--- src/rtl/harvard_pkg.sv ---
// Shared definitions for the Harvard core front end: opcode map, instruction
// field positions, default widths and the fetch-stage state encoding.
package harvard_pkg;

    localparam int ADDR_W_DEF  = 8;
    localparam int INSTR_W_DEF = 32;

    localparam logic [5:0] OP_MOV_I = 6'h00;
    localparam logic [5:0] OP_MOV_R = 6'h01;
    localparam logic [5:0] OP_ADD   = 6'h02;
    localparam logic [5:0] OP_SUB   = 6'h03;
    localparam logic [5:0] OP_AND   = 6'h04;
    localparam logic [5:0] OP_OR    = 6'h05;
    localparam logic [5:0] OP_XOR   = 6'h06;
    localparam logic [5:0] OP_NOT   = 6'h07;
    localparam logic [5:0] OP_LD    = 6'h08;
    localparam logic [5:0] OP_ST    = 6'h09;
    localparam logic [5:0] OP_BEQ   = 6'h0A;
    localparam logic [5:0] OP_BNE   = 6'h0B;
    localparam logic [5:0] OP_JMP   = 6'h0C;
    localparam logic [5:0] OP_CMP   = 6'h0D;
    localparam logic [5:0] OP_LSH   = 6'h0E;
    localparam logic [5:0] OP_RSH   = 6'h0F;
    localparam logic [5:0] OP_LRSH  = 6'h10;
    localparam logic [5:0] OP_MAX   = 6'h10;

    localparam int OPC_HI   = 31;
    localparam int OPC_LO   = 26;
    localparam int RDST2_HI = 25;
    localparam int RDST2_LO = 21;
    localparam int RDST1_HI = 20;
    localparam int RDST1_LO = 16;
    localparam int RSRC2_HI = 9;
    localparam int RSRC2_LO = 5;
    localparam int RSRC1_HI = 4;
    localparam int RSRC1_LO = 0;
    localparam int IMM_HI   = 15;
    localparam int IMM_LO   = 0;

    typedef enum logic [1:0] {
        ST_IDLE  = 2'd0,
        ST_RUN   = 2'd1,
        ST_FLUSH = 2'd2
    } fetch_state_e;

    function automatic logic is_illegal(input logic [5:0] opc);
        return opc > OP_MAX;
    endfunction

endpackage

--- src/rtl/fetch_fifo.sv ---
// Small prefetch FIFO between imem responses and the decoder; the head entry
// is read straight from storage registers so outputs carry no input-to-output path.
module fetch_fifo #(
    parameter int DEPTH = 4,
    parameter int W     = 40
) (
    input  logic                     clk,
    input  logic                     rst_n,
    input  logic                     push,
    input  logic [W-1:0]             push_data,
    input  logic                     pop,
    input  logic                     flush,
    output logic [$clog2(DEPTH):0]   count,
    output logic                     head_valid,
    output logic [W-1:0]             head_data
);

    localparam int PTR_W = $clog2(DEPTH);
    localparam logic [PTR_W:0] FULL_CNT = (PTR_W + 1)'(DEPTH);

    logic [W-1:0]     mem [DEPTH];
    logic [PTR_W-1:0] wr_ptr;
    logic [PTR_W-1:0] rd_ptr;
    logic             do_push;
    logic             do_pop;

    assign do_pop  = pop & (count != '0);
    assign do_push = push & (count != FULL_CNT);

    always_ff @(posedge clk or negedge rst_n) begin
        if (!rst_n) begin
            wr_ptr <= '0;
            rd_ptr <= '0;
            count  <= '0;
            for (int i = 0; i < DEPTH; i++) begin
                mem[i] <= '0;
            end
        end else if (flush) begin
            wr_ptr <= '0;
            rd_ptr <= '0;
            count  <= '0;
        end else begin
            if (do_push) begin
                mem[wr_ptr] <= push_data;
                wr_ptr      <= wr_ptr + 1'b1;
            end
            if (do_pop) begin
                rd_ptr <= rd_ptr + 1'b1;
            end
            case ({do_push, do_pop})
                2'b10:   count <= count + 1'b1;
                2'b01:   count <= count - 1'b1;
                default: count <= count;
            endcase
        end
    end

    assign head_valid = (count != '0);
    assign head_data  = mem[rd_ptr];

endmodule

--- src/rtl/instr_fetch_unit.sv ---
// Fetch stage: owns the PC, issues credit-limited in-order imem reads, queues
// tagged words for the decoder and discards in-flight responses after a redirect.
module instr_fetch_unit
    import harvard_pkg::*;
#(
    parameter int                ADDR_W   = ADDR_W_DEF,
    parameter int                INSTR_W  = INSTR_W_DEF,
    parameter int                DEPTH    = 4,
    parameter logic [ADDR_W-1:0] RESET_PC = '0
) (
    input  logic                      clk,
    input  logic                      rst_n,
    output logic                      imem_req_valid,
    input  logic                      imem_req_ready,
    output logic [ADDR_W-1:0]         imem_addr,
    input  logic                      imem_rsp_valid,
    input  logic [INSTR_W-1:0]        imem_rsp_data,
    input  logic                      redirect_valid,
    input  logic [ADDR_W-1:0]         redirect_pc,
    output logic                      instr_valid,
    input  logic                      instr_ready,
    output logic [INSTR_W-1:0]        instr_code,
    output logic [ADDR_W-1:0]         instr_pc,
    output logic                      instr_illegal,
    output fetch_state_e              dbg_state,
    output logic [$clog2(DEPTH):0]    dbg_drop_cnt
);

    // Handshakes: a transfer happens on a rising edge where valid and ready are
    // both high; valid never waits on ready, and payload is stable while valid waits.

    localparam int CNT_W = $clog2(DEPTH) + 1;
    localparam logic [CNT_W-1:0] CREDIT = CNT_W'(DEPTH);

    fetch_state_e                state;
    logic [ADDR_W-1:0]           pc;
    logic [ADDR_W-1:0]           rsp_pc;
    logic [CNT_W-1:0]            outstanding;
    logic [CNT_W-1:0]            drop_cnt;
    logic [CNT_W-1:0]            drop_next;
    logic [CNT_W-1:0]            out_after_rsp;
    logic [CNT_W-1:0]            count;
    logic                        req_fire;
    logic                        fifo_push;
    logic                        fifo_pop;
    logic                        head_valid;
    logic [INSTR_W+ADDR_W-1:0]   head_data;

    // Credit counts both queued words and reads still in flight, so every
    // returning response is guaranteed a FIFO slot.
    assign imem_req_valid = (state == ST_RUN) & ~redirect_valid & ((count + outstanding) < CREDIT);
    assign imem_addr      = pc;
    assign req_fire       = imem_req_valid & imem_req_ready;

    assign out_after_rsp  = outstanding - CNT_W'(imem_rsp_valid);
    assign fifo_push      = imem_rsp_valid & (drop_cnt == '0) & ~redirect_valid;
    assign fifo_pop       = instr_ready & head_valid & ~redirect_valid;

    // A redirect from RUN converts every still-pending read into a drop; a
    // redirect arriving mid-flush leaves the drop count to drain on its own.
    always_comb begin
        drop_next = drop_cnt;
        if (redirect_valid && (state != ST_FLUSH)) begin
            drop_next = out_after_rsp;
        end else if (imem_rsp_valid && (drop_cnt != '0)) begin
            drop_next = drop_cnt - 1'b1;
        end
    end

    always_ff @(posedge clk or negedge rst_n) begin
        if (!rst_n) begin
            state       <= ST_IDLE;
            pc          <= RESET_PC;
            rsp_pc      <= RESET_PC;
            outstanding <= '0;
            drop_cnt    <= '0;
        end else begin
            outstanding <= outstanding + CNT_W'(req_fire) - CNT_W'(imem_rsp_valid);
            drop_cnt    <= drop_next;
            if (redirect_valid) begin
                pc     <= redirect_pc;
                rsp_pc <= redirect_pc;
            end else begin
                if (req_fire) begin
                    pc <= pc + 1'b1;
                end
                if (fifo_push) begin
                    rsp_pc <= rsp_pc + 1'b1;
                end
            end
            case (state)
                ST_IDLE: state <= ST_RUN;
                ST_RUN: begin
                    if (redirect_valid && (out_after_rsp != '0)) begin
                        state <= ST_FLUSH;
                    end
                end
                ST_FLUSH: begin
                    if (drop_next == '0) begin
                        state <= ST_RUN;
                    end
                end
                default: state <= ST_IDLE;
            endcase
        end
    end

    fetch_fifo #(
        .DEPTH (DEPTH),
        .W     (INSTR_W + ADDR_W)
    ) u_fifo (
        .clk        (clk),
        .rst_n      (rst_n),
        .push       (fifo_push),
        .push_data  ({imem_rsp_data, rsp_pc}),
        .pop        (fifo_pop),
        .flush      (redirect_valid),
        .count      (count),
        .head_valid (head_valid),
        .head_data  (head_data)
    );

    assign instr_valid   = head_valid;
    assign instr_code    = head_data[INSTR_W+ADDR_W-1:ADDR_W];
    assign instr_pc      = head_data[ADDR_W-1:0];
    assign instr_illegal = head_valid & is_illegal(instr_code[OPC_HI:OPC_LO]);

    assign dbg_state     = state;
    assign dbg_drop_cnt  = drop_cnt;

    a_no_overflow: assert property (@(posedge clk) disable iff (!rst_n)
        !(fifo_push && (count == CREDIT)))
        else $fatal(1, "fetch_fifo overflow");

endmodule

--- config.mk ---
export PLATFORM = sky130hd
export DESIGN_NAME = instr_fetch_unit
export DESIGN_NICKNAME = d
export VERILOG_FILES = /design/src/rtl/harvard_pkg.sv /design/src/rtl/fetch_fifo.sv /design/src/rtl/instr_fetch_unit.sv
export SDC_FILE = /design/constraint.sdc
export NUM_CORES = 1
export LEC_CHECK = 0
export ABC_AREA = 1
export CORE_AREA = 3 3 156 158
export CTS_CLUSTER_DIAMETER = 60
export DETAILED_ROUTE_END_ITERATION = 16
export DIE_AREA = 0 0 159 161
export HOLD_SLACK_MARGIN = 0.08
export PLACE_DENSITY = 0.7
export SETUP_SLACK_MARGIN = 0.05
export SLEW_MARGIN = 20
export SYNTH_ARGS = -nofsm -noshare
export SYNTH_HDL_FRONTEND = slang
export SYNTH_SLANG_ARGS = --single-unit
--- constraint.sdc ---
create_clock -name clk -period 5.8 [get_ports clk]
set_input_delay 1.16 -clock clk [delete_from_list [all_inputs] [get_ports clk]]
set_output_delay 1.16 -clock clk [all_outputs]
set_load 0.01 [all_outputs]
* Yosys cells after proc, flatten, opt, wreduce, memory -nomap -nowiden
Index checks and enable logic that the tools add are counted.
** Storage, ports and cells
- Bits of input ports :: 46
- Register bits after elaboration :: 191
** Cells by class
- Equality and inequality tests :: 8
- Add/subtract/negate cells :: 11
- Magnitude comparators :: 5
- Mux-type cells :: 21
- Bitwise operators :: 13
- Reductions and logical operators :: 17
** Operators with widths (number)
- 160-bit bitwise mux :: 1
- 40-bit two-way mux :: 3
- 40-bit binary-select mux with 2-bit select :: 1
- 40-bit demux with 2-bit select :: 1
- 8-bit two-way mux :: 4
- 8-bit by 1-bit adder with 8-bit output, second input constant :: 2
- 2-bit two-way mux :: 6
- 3-bit nonzero test :: 4
- 1-bit bitwise AND :: 10
- 3-bit two-way mux :: 3
- 2-bit nonzero test :: 4
- 3-bit >= comparator, second input constant :: 2
- 6-bit by 5-bit > comparator with 1-bit output, second input constant :: 1
- 3-bit zero test :: 2
- 2-bit inverter with 3-bit output :: 2
- 2-bit case mux with 3 select lines :: 1
- 3-bit case mux with 2 select lines :: 1
- 3-bit by 1-bit subtractor with 3-bit output :: 2
- 3-bit by 1-bit subtractor with 3-bit output, second input constant :: 2
- 2-bit by 1-bit adder with 2-bit output, second input constant :: 2
- 2-bit by 1-bit equality test with 1-bit output, second input constant :: 2
- 2-bit equality test, second input constant :: 2
- 1-bit logical AND :: 4
- 2-bit != test, second input constant :: 2
- other kinds (10) :: 11

* Logic depth before layout (Yosys ltp)
Gate-level depths: netlist of run 1.
- Word-level depth :: 7
- Gate-level depth with buffers :: 13
- Gate-level depth less buffers :: 13

* Modules after synthesis
A second synthesis of run 1 with hierarchy kept.
** Unflattened totals
- Cells, all modules :: 1048
- Area total of the unflattened synthesis :: 9246.4 um^2
** By module, submodules not included
- fetch_fifo :: cells each 841, area an instance 7632.3 um^2, times used 1, seq. area each 4179.0 um^2
- instr_fetch_unit :: cells each 207, area an instance 1614.0 um^2, times used 1, seq. area each 600.6 um^2

* Worst setup path before layout of run 1
Ideal clock, no wire load.
- Kind :: input to register
- Start :: input port redirect_valid
- End :: register outstanding[2]
- Arrival time :: 2737 ps
- Data required time :: 5671 ps
- Stages on the path :: 10
- Setup slack :: 2934 ps
- Path through :: buf_2 nor2_1 nand4_1 ha_1 inv_1 ha_1 inv_1 fa_1 xnor2_1 xor2_1
** Between the ends
- Longest elaborated chain between the ends :: 6
** RTL lines
- from (decl) :: line instr_fetch_unit.sv:18 : input logic redirect_valid,
- 1-bit inverter (no source line)
- 1-bit bitwise AND (2 in series) :: line instr_fetch_unit.sv:51 : assign imem_req_valid = (state == ST_RUN) & ~redirect_valid & ((count + outstanding) < CREDIT);
- 1-bit bitwise AND :: line instr_fetch_unit.sv:53 : assign req_fire = imem_req_valid & imem_req_ready;
- 3-bit by 1-bit adder with 3-bit output :: line instr_fetch_unit.sv:78 : outstanding <= outstanding + CNT_W'(req_fire) - CNT_W'(imem_rsp_valid);
- 3-bit by 1-bit subtractor with 3-bit output :: line instr_fetch_unit.sv:78
- to (signal assigned) :: line instr_fetch_unit.sv:78
- to (decl) :: line instr_fetch_unit.sv:38 : logic [CNT_W-1:0] outstanding;
Every way passes these cells.
A chain may end at the register's enable or synchronous reset.

* Worst setup path after layout of run 1
- Start :: input port redirect_valid
- End :: output port imem_req_valid
** Between the ends
- Longest elaborated chain between the ends :: 3
** RTL lines
- 1-bit inverter (no source line)
- 1-bit bitwise AND (2 in series) :: line instr_fetch_unit.sv:51
- to (decl) :: line instr_fetch_unit.sv:13 : output logic imem_req_valid,
Every way passes these cells.

==> results of run 1 <==
## path summary, 6_finish.rpt
| kind | cells past startpoint | to |
|---|---|---|
| setup reg to reg | 8 | u_fifo.mem[30] |
| setup / recovery | 4 | imem_req_valid |
| min in group asynchronous | 1 | u_fifo.mem[72] |
| hold reg to reg | 1 | u_fifo.mem[84] |
| max in group asynchronous | 2 | imem_addr[0] |
| hold / removal | 1 | u_fifo.mem[84] |
## metrics by stage
step,instances,hold slack [ns],area (um2),utilization (%),worst slack (ns)
final,1290,0.487,11000,47.1,1.66
after global routing,1290,0.507,11000,47.1,1.49
after CTS,1290,0.491,11000,47.1,1.64
after detailed placement,1258,0.474,10400,44.5,1.64
after global placement,1258,0.468,10400,44.5,1.66
after floorplan,875,0.459,9160,-,2.93
## cell usage in the layout, fill, tap and decap left out, types with 2 or more instances in the layout
master / instances
dfrtp_1: 190
nor3_1: 4
nor2_4: 4
a21boi_0: 2
nand3_1: 33
fa_1: 2
mux2_4: 12
a21oi_1: 3
o21a_1: 33
clkinv_8: 4
inv_8: 4
mux2_2: 115
xnor2_1: 3
o21ai_0: 96
inv_1: 49
buf_4: 12
nand4_1: 3
clkdlybuf4s50_1: 100
o22ai_1: 35
clkbuf_16: 17
nand2_1: 124
o211ai_1: 2
nor2_1: 83
ha_1: 13
clkinv_4: 2
inv_6: 4
xor2_1: 8
## cell usage after synthesis, drive strengths merged
cell type / instances
dfrtp: 191
mux2: 127
nand2: 125
o21ai: 96
nor2: 88
inv: 49
o22ai: 35
nand3: 34
o21a: 33
buf: 28
clkbuf: 21
ha: 13
xor2: 8
nor3: 4
a21oi: 3
nand4: 3
xnor2: 3
a21boi: 2
clkinv: 2
fa: 2
o211ai: 2
a31oi: 1
a32o: 1
and3: 1
o221ai: 1
o31ai: 1
or2: 1
## routing by layer
metal	vias up	track usage, %	wire length (um)
met5	-	0	0
met4	0	4.42	207
met3	18	4.03	1280
met2	150	26.5	9570
met1	3261	23.1	9670
li1	3152	-	-
## cells by family (layout without fill, tap and decap cells)
group / Yosys count / after routing / share of synthesized area [%]
and+or+nand+nor: 256 / 256 / 11.9
DFF: 191 / 191 / 52.2
AOI/OAI and AO/OA: 175 / 175 / 11.2
muxes: 127 / 127 / 16.1
buffers and inverters: 100 / 196 / 5.41
adders and majority gates: 15 / 15 / 2.21
xor gates and xnor gates: 11 / 11 / 1.05
## state kept, by name, indices dropped and copies added (netlist names)
signal,count
dbg_drop_cnt,3
dbg_state,2
imem_addr,8
outstanding,3
rsp_pc,8
u_fifo.count,3
u_fifo.mem,160
u_fifo.rd_ptr,2
u_fifo.wr_ptr,2
## final cells by class
class                   instances  share of cell area (%)
repair buffers                113                    10.1
flip-flops and latches        191                    43.6
clock inverters                14                    1.48
well taps                     319                    3.64
inverters                      51                    1.75
clock buffers                  18                    4.01
multi-input cells             584                    35.5
## report_power, final
group / internal, W / switching (W) / leakage [nW] / total [W]
sequential: 0.00163 / 0.000184 / 2.54 / 0.00181
clock: 0.000593 / 0.000582 / 0.295 / 0.00118
combinational: 0.000919 / 0.000932 / 2.27 / 0.00185
==> reports/results.ini, run 1 <==
[run_status]
run_status = complete, no violations

[setup_path]
reg2reg_setup_slack_ns = 3.06
critical_path_peak_fanout = 19
critPathArrivalTime_ns = 2.98
worst_ep_required_time_ns = 4.64
critical_path_class = in2out
worst_path_dominant_cell_family = buffers and inverters
setup.worst_path.start_class = input port
crit_buf_inv = 2
crit_path_cell_trace = clkdlybuf4s50_1 > nor2_1 > and3_1 > clkdlybuf4s50_1
crit_path_top_delay_cell = clkdlybuf4s50_1
r2r-start = dbg_drop_cnt[0]
timing.critical_path.slowest_cell_delay_ns = 0.80
endpoint_kind = output pin
cpMostUsedCell = clkdlybuf4s50_1
worstSetupStartpoint = redirect_valid

[finish]
number_of_filler_instances_in_the_final_layout = 2164
area.sequential_mm2 = 0.00478
final_layout_size_suffix_gt1_share_pct = 18.7
areaGrowthSynthToFinish_pct = 19.7
fin_nets = 1019
multi_input_area_mm2 = 0.00389
num_antenna_cells = 0

[grt]
gr-usage-all-layers_pct = 16.7
maximum_number_of_pins_on_one_net_before_global_route_repair = 100
grt_pass1_vias = 6606
overflow = 0
grt_first_pass_wirelength_um = 34400
grt_antenna_before_repair = 1

[cts]
path_clk_slew_ns = 0.07
cts_resized = 0
cts_tree = yes
clock_tree.root_cell = clkbuf_16
post-cts-setup-buffer-count = 0
ctsLongestPathBuffers = 2
clock_buffers_created_by_tritoncts = 17
cts_num_sinks = 191
hold_buffers = 0
h-tree-depth = 4
worst_skew_pair.late_latency_ns = 0.44

[yosys]
sequential_area_share_after_synthesis_pct = 52.2
syn-instance-count = 875
syn_nets = 936
synthesis.area_per_instance_um2 = 10.5
synthesis.yosys.warnings = 0
netlist-cell-type-count = 36
netlist_top_cells_area = dfrtp_1 (52%), mux2_2 (14%), o21ai_0 (5.2%)
synthesis.area_mm2 = 0.00916
synth_top_area_share_pct = 52.2
flop_and_latch_count_out_of_synthesis = 191
yosysTopAreaCell = dfrtp_1

[die]
die_h_um = 161
io-pin-count = 102
floorplan.die_area_mm2 = 0.0256
start_util_pct = 39.4
fp.coreArea_mm2 = 0.0233
fp.dieW_um = 159
rows = 56

[placement]
place_hpwl_um = 13100
place_congestion = 0.784
io_buffers = 101

[routing]
postRouteAntennaNets = 0
drt-initial-drc-count = 384
drt_first_pass_iters = 4
num_vias = 6581
drc_violations_left = 0
detail_route.wl_per_cell_um = 16.1
vias_per_cell = 5.10
drt-total-wl_um = 20700

[flow_run]
maxCapViolCount = 0

[sta]
max-slew-margin-rel_pct = 39.0
max_clock_freq_ghz = 0.242
timing.final.max_slew_violations = 0
worst_slew_pin_slew_ns = 0.914
rsz0062_at_grt = no
final.setup.tns_ns = 0
final_hold_viol_count = 0
finalCriticalPeriod_ns = 4.14
largest_clock_skew_in_the_final_design_ns = 0.00903
setup_viol = 0
layout_worst_path_cycle_share_pct = 71.3

[hold_path]
holdCritPathClass = reg2reg
holdCritStartpoint = u_fifo.mem[84]

[power_and_ir_drop]
total_leakage_power_nw = 5.11
power_density_normalized_to_cell_area_mw_per_mm2 = 442
irDropWorstVdd_v = 0.000225
post-layout-total-power_w = 0.00484

(Power assumes the default switching activity.)
==> inputs of run 2 (changes only) <==
- PLACE_DENSITY: 0.7 -> 0.73
- clock period: 5.8 -> 3.4 ns (I/O delays scaled with it)
==> reports/results.ini, run 2 (synthesized netlist as in run 1, its figures left out) <==
[power_and_ir_drop]
total_leakage_power_nw = 5.16  ; +1.0%
power_density_normalized_to_cell_area_mw_per_mm2 = 751  ; +70%
irDropWorstVdd_v = 0.000462  ; +100%
post-layout-total-power_w = 0.00836  ; +73%

[setup_path]
critical_path_peak_fanout = 18  ; -1
setup.worst_path.start_class = flop
crit_path_cell_trace = buf_4 > o21ai_0 > o22ai_1 > o21ai_0 > a21boi_0 > clkdlybuf4s50_1
endpoint_kind = output pin
critPathArrivalTime_ns = 2.51  ; -0.47 ns
critical_path_class = reg2out
cpMostUsedCell = o21ai_0
worst_ep_required_time_ns = 2.72  ; -1.92 ns
crit_path_top_delay_cell = clkdlybuf4s50_1
timing.critical_path.slowest_cell_delay_ns = 0.57  ; -0.23 ns

[die]
die_h_um = 161  ; unchanged
floorplan.die_area_mm2 = 0.0256  ; unchanged
io-pin-count = 102  ; unchanged
rows = 56  ; unchanged
start_util_pct = 39.4  ; unchanged
fp.coreArea_mm2 = 0.0233  ; unchanged
fp.dieW_um = 159  ; unchanged

[cts]
cts_num_sinks = 191  ; unchanged
h-tree-depth = 4  ; unchanged
ctsLongestPathBuffers = 2  ; unchanged
worst_skew_pair.late_latency_ns = 0.43  ; about the same
post-cts-setup-buffer-count = 0  ; unchanged
clock_buffers_created_by_tritoncts = 17  ; unchanged
cts_tree = yes
clock_tree.root_cell = clkbuf_16
path_clk_slew_ns = 0.07  ; about the same

[finish]
num_antenna_cells = 0  ; unchanged
final_layout_size_suffix_gt1_share_pct = 19.4  ; +0.70 points
post_layout_nonfiller_instances = 1296  ; +0.47%
areaGrowthSynthToFinish_pct = 21.6
largest_register_ff_count = 160  ; unchanged
layout.cells.most_common_list = dfrtp_1 (189), nand2_1 (124), mux2_2 (115), clkdlybuf4s50_1 (100), o21ai_0 (96)
final_common_cell = dfrtp_1
fin_nets = 1025  ; +0.59%
largest_register = u_fifo.mem
number_of_filler_instances_in_the_final_layout = 2166  ; +0.092%

[sta]
max-slew-margin-rel_pct = 60.6  ; +22 points
final.setup.tns_ns = 0  ; unchanged
timing.final.ws_setup_ns = 0.208  ; -1.45 ns
max_clock_freq_ghz = 0.313
setup_viol = 0  ; unchanged
layout_worst_path_cycle_share_pct = 93.9
worst_slew_pin_slew_ns = 0.585  ; -0.329 ns
timing.final.max_slew_violations = 0  ; unchanged
final_hold_viol_count = 0  ; unchanged
finalCriticalPeriod_ns = 3.19
largest_clock_skew_in_the_final_design_ns = 0.0102  ; +0.00115 ns
rsz0062_at_grt = no

[placement]
place_hpwl_um = 12800  ; -2.1%
total_placed_cells_including_tap_cells = 1263  ; +0.40%
place_congestion = 0.828  ; +5.6%
detailedPlace.worstSlack_ns = 0.559  ; -1.08 ns
io_buffers = 101  ; unchanged

[grt]
maximum_number_of_pins_on_one_net_before_global_route_repair = 82  ; -18%
overflow = 0  ; unchanged
grt_pass1_vias = 6763  ; +2.4%
grt_antenna_before_repair = 0  ; -1
grt_first_pass_wirelength_um = 34500  ; +0.16%
gr-usage-all-layers_pct = 16.5  ; -0.18 points

[routing]
drt-initial-drc-count = 441  ; +15%
vias_per_cell = 5.11  ; about the same
postRouteAntennaNets = 0  ; unchanged
detail_route.wl_per_cell_um = 16.3  ; +1.4%
drc_violations_left = 0  ; unchanged
num_vias = 6618  ; +0.56%
drt-total-wl_um = 21100  ; +1.9%
drt_first_pass_iters = 5  ; +1

[run_status]
run_status = complete, no violations

[hold_path]
holdCritPathClass = in2async

[flow_run]
maxCapViolCount = 0  ; unchanged

-- run 2: layer usage --
layer,GRT usage (%),vias up,wire [um]
met5,0,-,0
met3,4.28,11,1080
li1,-,3151,-
met2,26.5,152,9780
met1,22.8,3304,10100
met4,3.38,0,131
-- run 2: area by class of cell --
cell class              count  area [um2]  share of cell area [%]
inverters                  51         196                    1.76
repair buffers            119        1270                    11.4
clock inverters            15         176                    1.58
flip-flops and latches    191        4780                    42.9
multi-input cells         584        3890                    34.9
clock buffers              17         425                    3.82
well taps                 319         399                    3.58
-- run 2: path summary, 6_finish.rpt --
kind                                  start  slack (ns)         endpoint  cells past startpoint
setup reg to reg            u_fifo.count[1]        0.89   outstanding[2]                     13
setup / recovery           u_fifo.rd_ptr[1]        0.21    instr_illegal                      6
hold / removal                        rst_n        0.22  dbg_drop_cnt[0]                      1
min in group clk             u_fifo.mem[42]        0.49   u_fifo.mem[42]                      1
max in group asynchronous             rst_n        2.37  u_fifo.mem[118]                      2
hold reg to reg              u_fifo.mem[42]        0.49   u_fifo.mem[42]                      1
-- run 2: worst max-delay path, delay by kind of cell (launching register included) --
family          cells  cell delay, ns
compound gates      4            0.77
buf+inv             2            0.84
flops               1            0.46
-- run 2: timing repair --
action / in CTS / in global routing
hold buffers: 0 / 0
resized for setup: 0 / 4
endpoints found under the setup margin: 0 / 1
-- run 2: power by group --
part	leakage, nW	switching (W)	internal (W)
Clock	0.283	0.000964	0.00105
Sequential	2.54	0.000329	0.00278
Combinational	2.34	0.00161	0.00163
-- run 2: metrics by stage --
stage | util, % | hold slack [ns] | cell area (um2)
floorplan | - | 0.384 | 9160
global placement | 45.1 | 0.467 | 10500
detailed placement | 45.1 | 0.475 | 10500
CTS | 47.7 | 0.233 | 11100
global route | 47.9 | 0.252 | 11100
finish | 47.9 | 0.223 | 11100
==> inputs of run 3 (changes only) <==
- CORE_AREA: 3 3 156 158 -> 3 3 157 159
- DIE_AREA: 0 0 159 161 -> 0 0 160 162
- PLACE_DENSITY: 0.73 -> 0.72
- SYNTH_HIERARCHICAL: default -> 1
==> reports/results.ini, run 3 <==
[run_status]
run_status = complete, no violations

[grt]
met2_usage_pct = 27.4  ; +0.88 points
most_crowded_layer_gr = met2
met1_usage_pct = 23.5  ; +0.66 points
grt_first_pass_wirelength_um = 36000  ; +4.5%
gr-usage-all-layers_pct = 16.9  ; +0.44 points
grt.met3_usage_pct = 4.21  ; -0.075 points
grt_antenna_before_repair = 1  ; +1
grt_pass1_vias = 6989  ; +3.3%
overflow = 0  ; unchanged
maximum_number_of_pins_on_one_net_before_global_route_repair = 94  ; +15%

[cts]
cts_num_sinks = 191  ; unchanged
post-cts-setup-buffer-count = 0  ; unchanged
cts_resized = 0  ; unchanged
cts_tree = yes
hold_buffers = 0  ; unchanged
ctsLongestPathBuffers = 2  ; unchanged
clock_tree.root_cell = clkbuf_16
path_clk_slew_ns = 0.08  ; about the same
worst_skew_pair.late_latency_ns = 0.43  ; about the same
h-tree-depth = 4  ; unchanged
clock_buffers_created_by_tritoncts = 17  ; unchanged

[sta]
timing.final.max_slew_violations = 0  ; unchanged
rsz0062_at_grt = no
largest_clock_skew_in_the_final_design_ns = 0.0109  ; +0.000754 ns
layout_worst_path_cycle_share_pct = 92.3  ; -1.6 points
finalCriticalPeriod_ns = 3.14  ; -0.0554 ns
worst_slack_on_hold_paths_ns = 0.133  ; -0.0905 ns
worst_slew_pin_slew_ns = 0.660  ; +0.0751 ns
max_clock_freq_ghz = 0.319  ; +1.8%
final_hold_viol_count = 0  ; unchanged
final.setup.tns_ns = 0  ; unchanged
setup_viol = 0  ; unchanged
max-slew-margin-rel_pct = 56.0  ; -4.6 points

[setup_path]
critical_path_peak_fanout = 41  ; +23
r2r-start = u_fifo/count[0]
endpoint_kind = output pin
setup.worst_path.start_class = flop
crit_path_top_delay_cell = clkdlybuf4s50_1
crit_path_cell_trace = buf_6 > o21ai_0 > o22ai_1 > o41ai_1 > a21boi_0 > clkdlybuf4s50_1
reg2reg_setup_slack_ns = 0.88  ; about the same
critPathArrivalTime_ns = 2.46  ; -0.05 ns
critical_path_class = reg2out
r2r_end = u_fifo/count[2]
worst_ep_required_time_ns = 2.72  ; about the same
timing.critical_path.slowest_cell_delay_ns = 0.56  ; about the same
worstRegToRegCells = 14  ; +1

[yosys]
synthesis.area_mm2 = 0.00925  ; +0.93%
sequential_area_share_after_synthesis_pct = 51.7  ; -0.48 points
synth_edf_count = 0  ; unchanged
synth-main-ff-cell = dfrtp_1
syn-instance-count = 1048  ; +20%
synth_top_cells_by_count = nand2_1 (234), dfrtp_1 (191), o21ai_1 (118)
synthesis.yosys.warnings = 6  ; +6
flop_and_latch_count_out_of_synthesis = 191  ; unchanged
netlist-cell-type-count = 36  ; unchanged
synthesis.area_per_instance_um2 = 8.82  ; -16%
yosysTopAreaCell = dfrtp_1
syn_nets = 1109  ; +18%
most_numerous_cell_in_the_yosys_netlist = nand2_1
synth_top_area_share_pct = 51.7  ; -0.48 points
netlist_top_cells_area = dfrtp_1 (52%), nand2_1 (9.5%), o21ai_1 (6.4%)
asyncSetResetFlopFracSynth_pct = 100  ; unchanged

[placement]
place_congestion = 0.828  ; about the same
area_of_placed_instances_mm2 = 0.0104  ; -1.0%
io_buffers = 101  ; unchanged
place_hpwl_um = 13400  ; +4.8%

[die]
fp.dieW_um = 160  ; +0.63%
floorplan.die_area_mm2 = 0.0259  ; +1.3%
io-pin-count = 102  ; unchanged
start_util_pct = 39.5  ; +0.13 points
die_h_um = 162  ; +0.62%
fp.coreArea_mm2 = 0.0234  ; +0.60%
rows = 56  ; unchanged

[finish]
final_layout_size_suffix_gt1_share_pct = 10.6  ; -8.8 points
final_core_utilization_pct = 47.0  ; -0.86 points
layout.cells.most_common_list = nand2_1 (234), dfrtp_1 (190), o21ai_1 (118), clkdlybuf4s50_1 (100), nor2_1 (93)
final_common_cell = nand2_1
fin_nets = 1185  ; +16%
largest_register_ff_count = 160  ; unchanged
areaGrowthSynthToFinish_pct = 19.0
num_antenna_cells = 0  ; unchanged
postLayoutCellArea_mm2 = 0.0110  ; -1.2%
largest_register = u_fifo/mem

[routing]
drt_first_pass_iters = 5  ; unchanged
drc_violations_left = 0  ; unchanged
drt-total-wl_um = 21600  ; +2.2%
num_vias = 7374  ; +11%
vias_per_cell = 5.06  ; -0.82%
detail_route.wl_per_cell_um = 14.8  ; -9.0%
drt-initial-drc-count = 650  ; +47%
postRouteAntennaNets = 0  ; unchanged

[power_and_ir_drop]
irDropWorstVdd_v = 0.000359  ; -22%
power_density_normalized_to_cell_area_mw_per_mm2 = 652  ; -13%
total_leakage_power_nw = 5.21  ; +0.92%
post-layout-total-power_w = 0.00717  ; -14%

[hold_path]
holdCritPathClass = in2async

[flow_run]
maxCapViolCount = 0  ; unchanged

[run 3: final cells by class]
cell class	count	area, um2
fill	2235	12400
multi-input combinational	715	3690
tap	319	399
sequential	191	4780
clock buffer	17	425
inverter	81	310
timing repair buffer	118	1220
clock inverter	15	179
[run 3: worst max path at each step]
stage / depth (start not counted) / slack (ns) / end / start
global route: 6 / 0.08 / instr_illegal / u_fifo/rd_ptr[1]
CTS: 5 / 0.10 / instr_pc[6] / u_fifo/rd_ptr[1]
detailed placement: 12 / 0.39 / u_fifo/count[2] / imem_rsp_valid
floorplan: 13 / 1.01 / u_fifo/count[2] / redirect_valid
finish: 6 / 0.26 / instr_illegal / u_fifo/rd_ptr[1]
global placement: 12 / 0.47 / u_fifo/count[2] / imem_rsp_valid
[run 3: worst max-delay path, delay by kind of cell (launching register included)]
kind	cells	cell delay, ns
AOI/OAI and AO/OA	4	0.71
buffers and inverters	2	0.91
DFF	1	0.40
[run 3: cell families after synthesis]
group / count (synthesis) / synth area share, %
simple gates: 379 / 17.1
xor+xnor: 13 / 1.23
flops: 191 / 51.7
buf+inv: 142 / 8.43
compound gates: 308 / 19.4
fa+ha+maj: 15 / 2.19
[run 3: power breakdown]
part | switching [W] | internal, W | total, W
Clock | 0.000919 | 0.00111 | 0.00203
Combinational | 0.00119 | 0.00109 | 0.00229
Sequential | 0.000253 | 0.00261 | 0.00286
[run 3: per-stage QoR]
stage	worst slack, ns	std cells
after floorplan	1.01	1048
after global placement	0.465	1424
after detailed placement	0.386	1424
after global routing	0.0842	1456
final	0.263	1456
after CTS	0.102	1456
[run 3: metal layers]
layer,vias to the layer above,part of all wire [%]
li1,3632,-
met1,3510,48
met2,207,46
met3,23,5.4
met4,2,0.85
met5,-,0.060
==> patch 1, RTL diff (settings of run 3) <==
Change the package constant `INSTR_W_DEF` from 32 to 64.
--- a/src/rtl/harvard_pkg.sv
+++ b/src/rtl/harvard_pkg.sv
@@ -4,5 +4,5 @@
 
     localparam int ADDR_W_DEF  = 8;
-    localparam int INSTR_W_DEF = 32;
+    localparam int INSTR_W_DEF = 64;
 
     localparam logic [5:0] OP_MOV_I = 6'h00;
Interface: changed (resized imem_rsp_data and instr_code); port bits go from 102 to 166. The function was not compared with the original's and may differ.
==> patch 1 against run 3 <==
- synthesized area grew 57%
- sequential cell count grew 128
- worst setup slack lost 0.13 ns
- clock skew grew 0.0021 ns
- final area grew 59%
- wire length grew 63%
- synthesized cell count grew 60%
- power grew 69%
- critical endpoint unchanged
- largest cell class unchanged
- highest routed layer is now met4
==> patch 1: results <==
[routing]
first_pass_iters = 6
post_drt_wl_per_cell_um = 16.38
via_per_inst = 5.650
drtIter0Drc = 1148
wirelength_mm = 35.14

[layout]
largest_reg_flops = 288
fin_nets = 1896
drive_gt1_share_pct = 6.024

[synthesis]
yosysSeqAreaShare_pct = 55.09
synthAdderAreaFrac_pct = 1.399
synth_ff_type = "dfrtp_1"
synthTopCellsByCount = "o21ai_0, nand2_1, dfrtp_1"
synthCells = 1680
synth_compound_gate_area_share_pct = 19.38
synth_fp_nets = 1773
synth_xor_xnor_area_share_pct = 0.6044

[place]
place.gp.congestion = 0.8386
io_buffers = 165

[clock_tree]
clkTransAtPathRegs_ns = 0.06
clockBufferDepth = 3
htreeDepth = 2
numCtsBuffers = 36
clock_latency_ns = 0.51

[global_routing]
grt_pass1_wl_mm = 59.30
grt_pass1_vias = 12061
use_met3_pct = 4.514
grt_max_degree = 103
antenna_found_initial = 0
grtUsageMet1_pct = 37.76
track_usage_pct = 27.62
grtUsageMet2_pct = 45.92

[worst_setup_path]
worst_ep_arrival_time_ns = 2.59

[power]
power_leakage_nw = 8.401
p_switching_mw = 3.616
peakVddDrop_uv = 614.8

[sta]
fin_skew_ns = 0.01306
tightest_slew_ns = 0.7192

[outcome]
outcome = "complete, no violations"
patch 1: power groups by stage:
stage	Sequential [mW]	Clock (mW)	Combinational (mW)
6_report	4.70	3.96	3.47
5_1_grt	4.77	4.18	3.85
4_1_cts	4.69	4.01	3.50
3_5_place_dp	4.75	0	3.42
3_3_place_gp	4.74	0	3.37
2_1_floorplan	4.69	0	1.79
patch 1: kinds of logic (layout without fill, tap and decap cells):
| family | count (synthesis) | count (layout) |
|---|---|---|
| flops | 319 | 319 |
| buf+inv | 225 | 371 |
| simple gates | 575 | 575 |
| fa+ha+maj | 15 | 15 |
| compound gates | 536 | 536 |
| xor+xnor | 10 | 10 |
patch 1: worst paths after layout:
kind / startpoint / end / slack (ns) / cells after the start
setup / recovery: u_fifo/rd_ptr[0] / instr_illegal / 0.13 / 6
hold reg to reg: u_fifo/mem[126] / u_fifo/mem[126] / 0.48 / 2
hold / removal: rst_n / u_fifo/mem[40] / 0.08 / 1
max in group asynchronous: rst_n / u_fifo/mem[128] / 2.49 / 2
min in group clk: u_fifo/mem[126] / u_fifo/mem[126] / 0.48 / 2
setup reg to reg: u_fifo/count[0] / u_fifo/count[2] / 0.78 / 14
patch 1: layout make-up:
cell class | instances | area, um2 | area share [%]
tap | 319 | 399.1 | 2.275
timing repair buffer | 197 | 2086 | 11.89
sequential | 319 | 7988 | 45.54
clock buffer | 48 | 1047 | 5.970
clock inverter | 13 | 177.7 | 1.013
multi-input combinational | 1136 | 5411 | 30.85
inverter | 113 | 431.7 | 2.461
patch 1: what timing repair did:
| item | in CTS | in global routing |
|---|---|---|
| setup endpoints to repair | 11 | 23 |
| setup buffers | 1 | 0 |
| cloned | 1 | 0 |
| pin swaps | 0 | 0 |
| resized for setup | 4 | 4 |
patch 1: through the flow:
step	cell area (um2)	hold WS, ns	setup slack, ns	utilization, %
floorplan	14490	0.3844	0.9684	-
global placement	16250	0.4602	0.4963	69.43
detailed placement	16250	0.4678	0.4333	69.43
CTS	17540	0.08678	0.07632	74.93
global route	17540	0.1024	0.05631	74.95
finish	17540	0.08044	0.1319	74.95
patch 1: metal layers:
metal / share of wire, % / up-vias
met5: 0 / -
met4: 2.1 / 0
met3: 7.1 / 56
met2: 48 / 450
met1: 43 / 5789
li1: - / 5825
==> patch 2, RTL diff (settings of run 3) <==
Without the edit above. Reset style: synchronous (`rst_n`), changed in 2 clocked blocks.
--- a/src/rtl/fetch_fifo.sv
+++ b/src/rtl/fetch_fifo.sv
@@ -28,5 +28,5 @@
     assign do_push = push & (count != FULL_CNT);
 
-    always_ff @(posedge clk or negedge rst_n) begin
+    always_ff @(posedge clk) begin
         if (!rst_n) begin
             wr_ptr <= '0;
--- a/src/rtl/instr_fetch_unit.sv
+++ b/src/rtl/instr_fetch_unit.sv
@@ -68,5 +68,5 @@
     end
 
-    always_ff @(posedge clk or negedge rst_n) begin
+    always_ff @(posedge clk) begin
         if (!rst_n) begin
             state       <= ST_IDLE;
Function: differs if rst_n is asserted again (counterexample within 4 cycles, from zero or initial values and one cycle with rst_n low); with rst_n held inactive, the same outputs for 4 cycles.
==> patch 2 against run 3 <==
- non-clock buffer count up 3
- worst setup slack lost 0.0080 ns
- utilization rose by 0.17 points
- fmax shrank 0.25%
- wire length fell by 1.0%
- synthesized area shrank 1.9%
- sequential cell count increased by 2
- final area increased by 0.36%
- sequential share of layout area grew 6.1 points
- highest routed layer is now met4
Power is not compared: it rests on default switching activity, and its combinational part moved more than twofold at a synthesized area within 25%.
==> patch 2: results <==
[worst_setup_path]
critPathTopFamily = "compound AO/OA/AOI/OAI gates"
cp_max_fo = 21
crit_path_top_delay_cell = "dfxtp_2"

[layout]
multi_input_area_share_pct = 27.31
nMultiInputCombCells = 567
register_area_um2 = 5468
nonClkBufAreaFrac_pct = 11.45
fin_nets = 1040
final-clk-cell-share_pct = 5.325
syn2layout_area_growth_pct = 21.81
fillers = 2179
drive_gt1_share_pct = 13.17
nNonClkBuffers = 121
n_all_inverters = 82
final_cells = 1314

[clock_tree]
clock-sinks = 193

[place]
dp_hpwl_mm = 13.13
place_ws_ns = 0.4843
place.gp.congestion = 0.8140
placed_cell_area_um2 = 10450

[synthesis]
synth_compound_gate_area_share_pct = 10.49
synth_xor_xnor_area_share_pct = 0.7728
synth_edf_count = 160
synthAdderAreaFrac_pct = 1.822
synthCells = 896
synth_fp_nets = 954
synth.area.top_cells = "edfxtp_1, dfxtp_1, nor2_1"
synth_ff_type = "edfxtp_1"
yosys.cell_types.count = 43
ys_warn_count = 6
yosysSeqAreaShare_pct = 60.28
async_flop_share_pct = 0
synthTopCellsByCount = "nor2_1, edfxtp_1, o21ai_0"

[global_routing]
use_met3_pct = 3.902
grtUsageMet2_pct = 28.02
antenna_found_initial = 0
track_usage_pct = 16.42
grtUsageMet1_pct = 20.92
grt_pass1_wl_mm = 34.10
grt_pass1_vias = 6622
grt_max_degree = 78

[sta]
fin_skew_ns = 0.01067

[worst_hold_path]
hold_path.class = "reg -> reg"

[routing]
drtIter0Drc = 465

[outcome]
outcome = "complete, no violations"
-- patch 2: cell count changes in the layout (fill, tap and decap cells not counted), moves of 45 or more --
cell      before  now
edfxtp_1       0  160
dfrtp_1      190    0
nor2_1        93  163
o21ai_2       47    2
nand2_1      234   65
nor3_1         1   62
o21ai_1      118    5
-- patch 2: worst paths after layout --
check                    from                to  slack (ns)
max                  register     instr_illegal        0.26
max reg2reg    outstanding[1]    outstanding[2]        0.97
min reg2reg  u_fifo/wr_ptr[1]  u_fifo/wr_ptr[1]        0.51
min          u_fifo/wr_ptr[1]  u_fifo/wr_ptr[1]        0.51
-- patch 2: repair_timing --
item	CTS	global route
gates resized for setup	0	2
buffers inserted	0	0
setup endpoints to repair	0	1
hold buffers	0	0
-- patch 2: per-layer routing --
metal  up-vias  wire (um)
li1       3260          -
met1      3233       9242
met2       191      10640
met3        15       1206
met4         0        260
met5         -          0
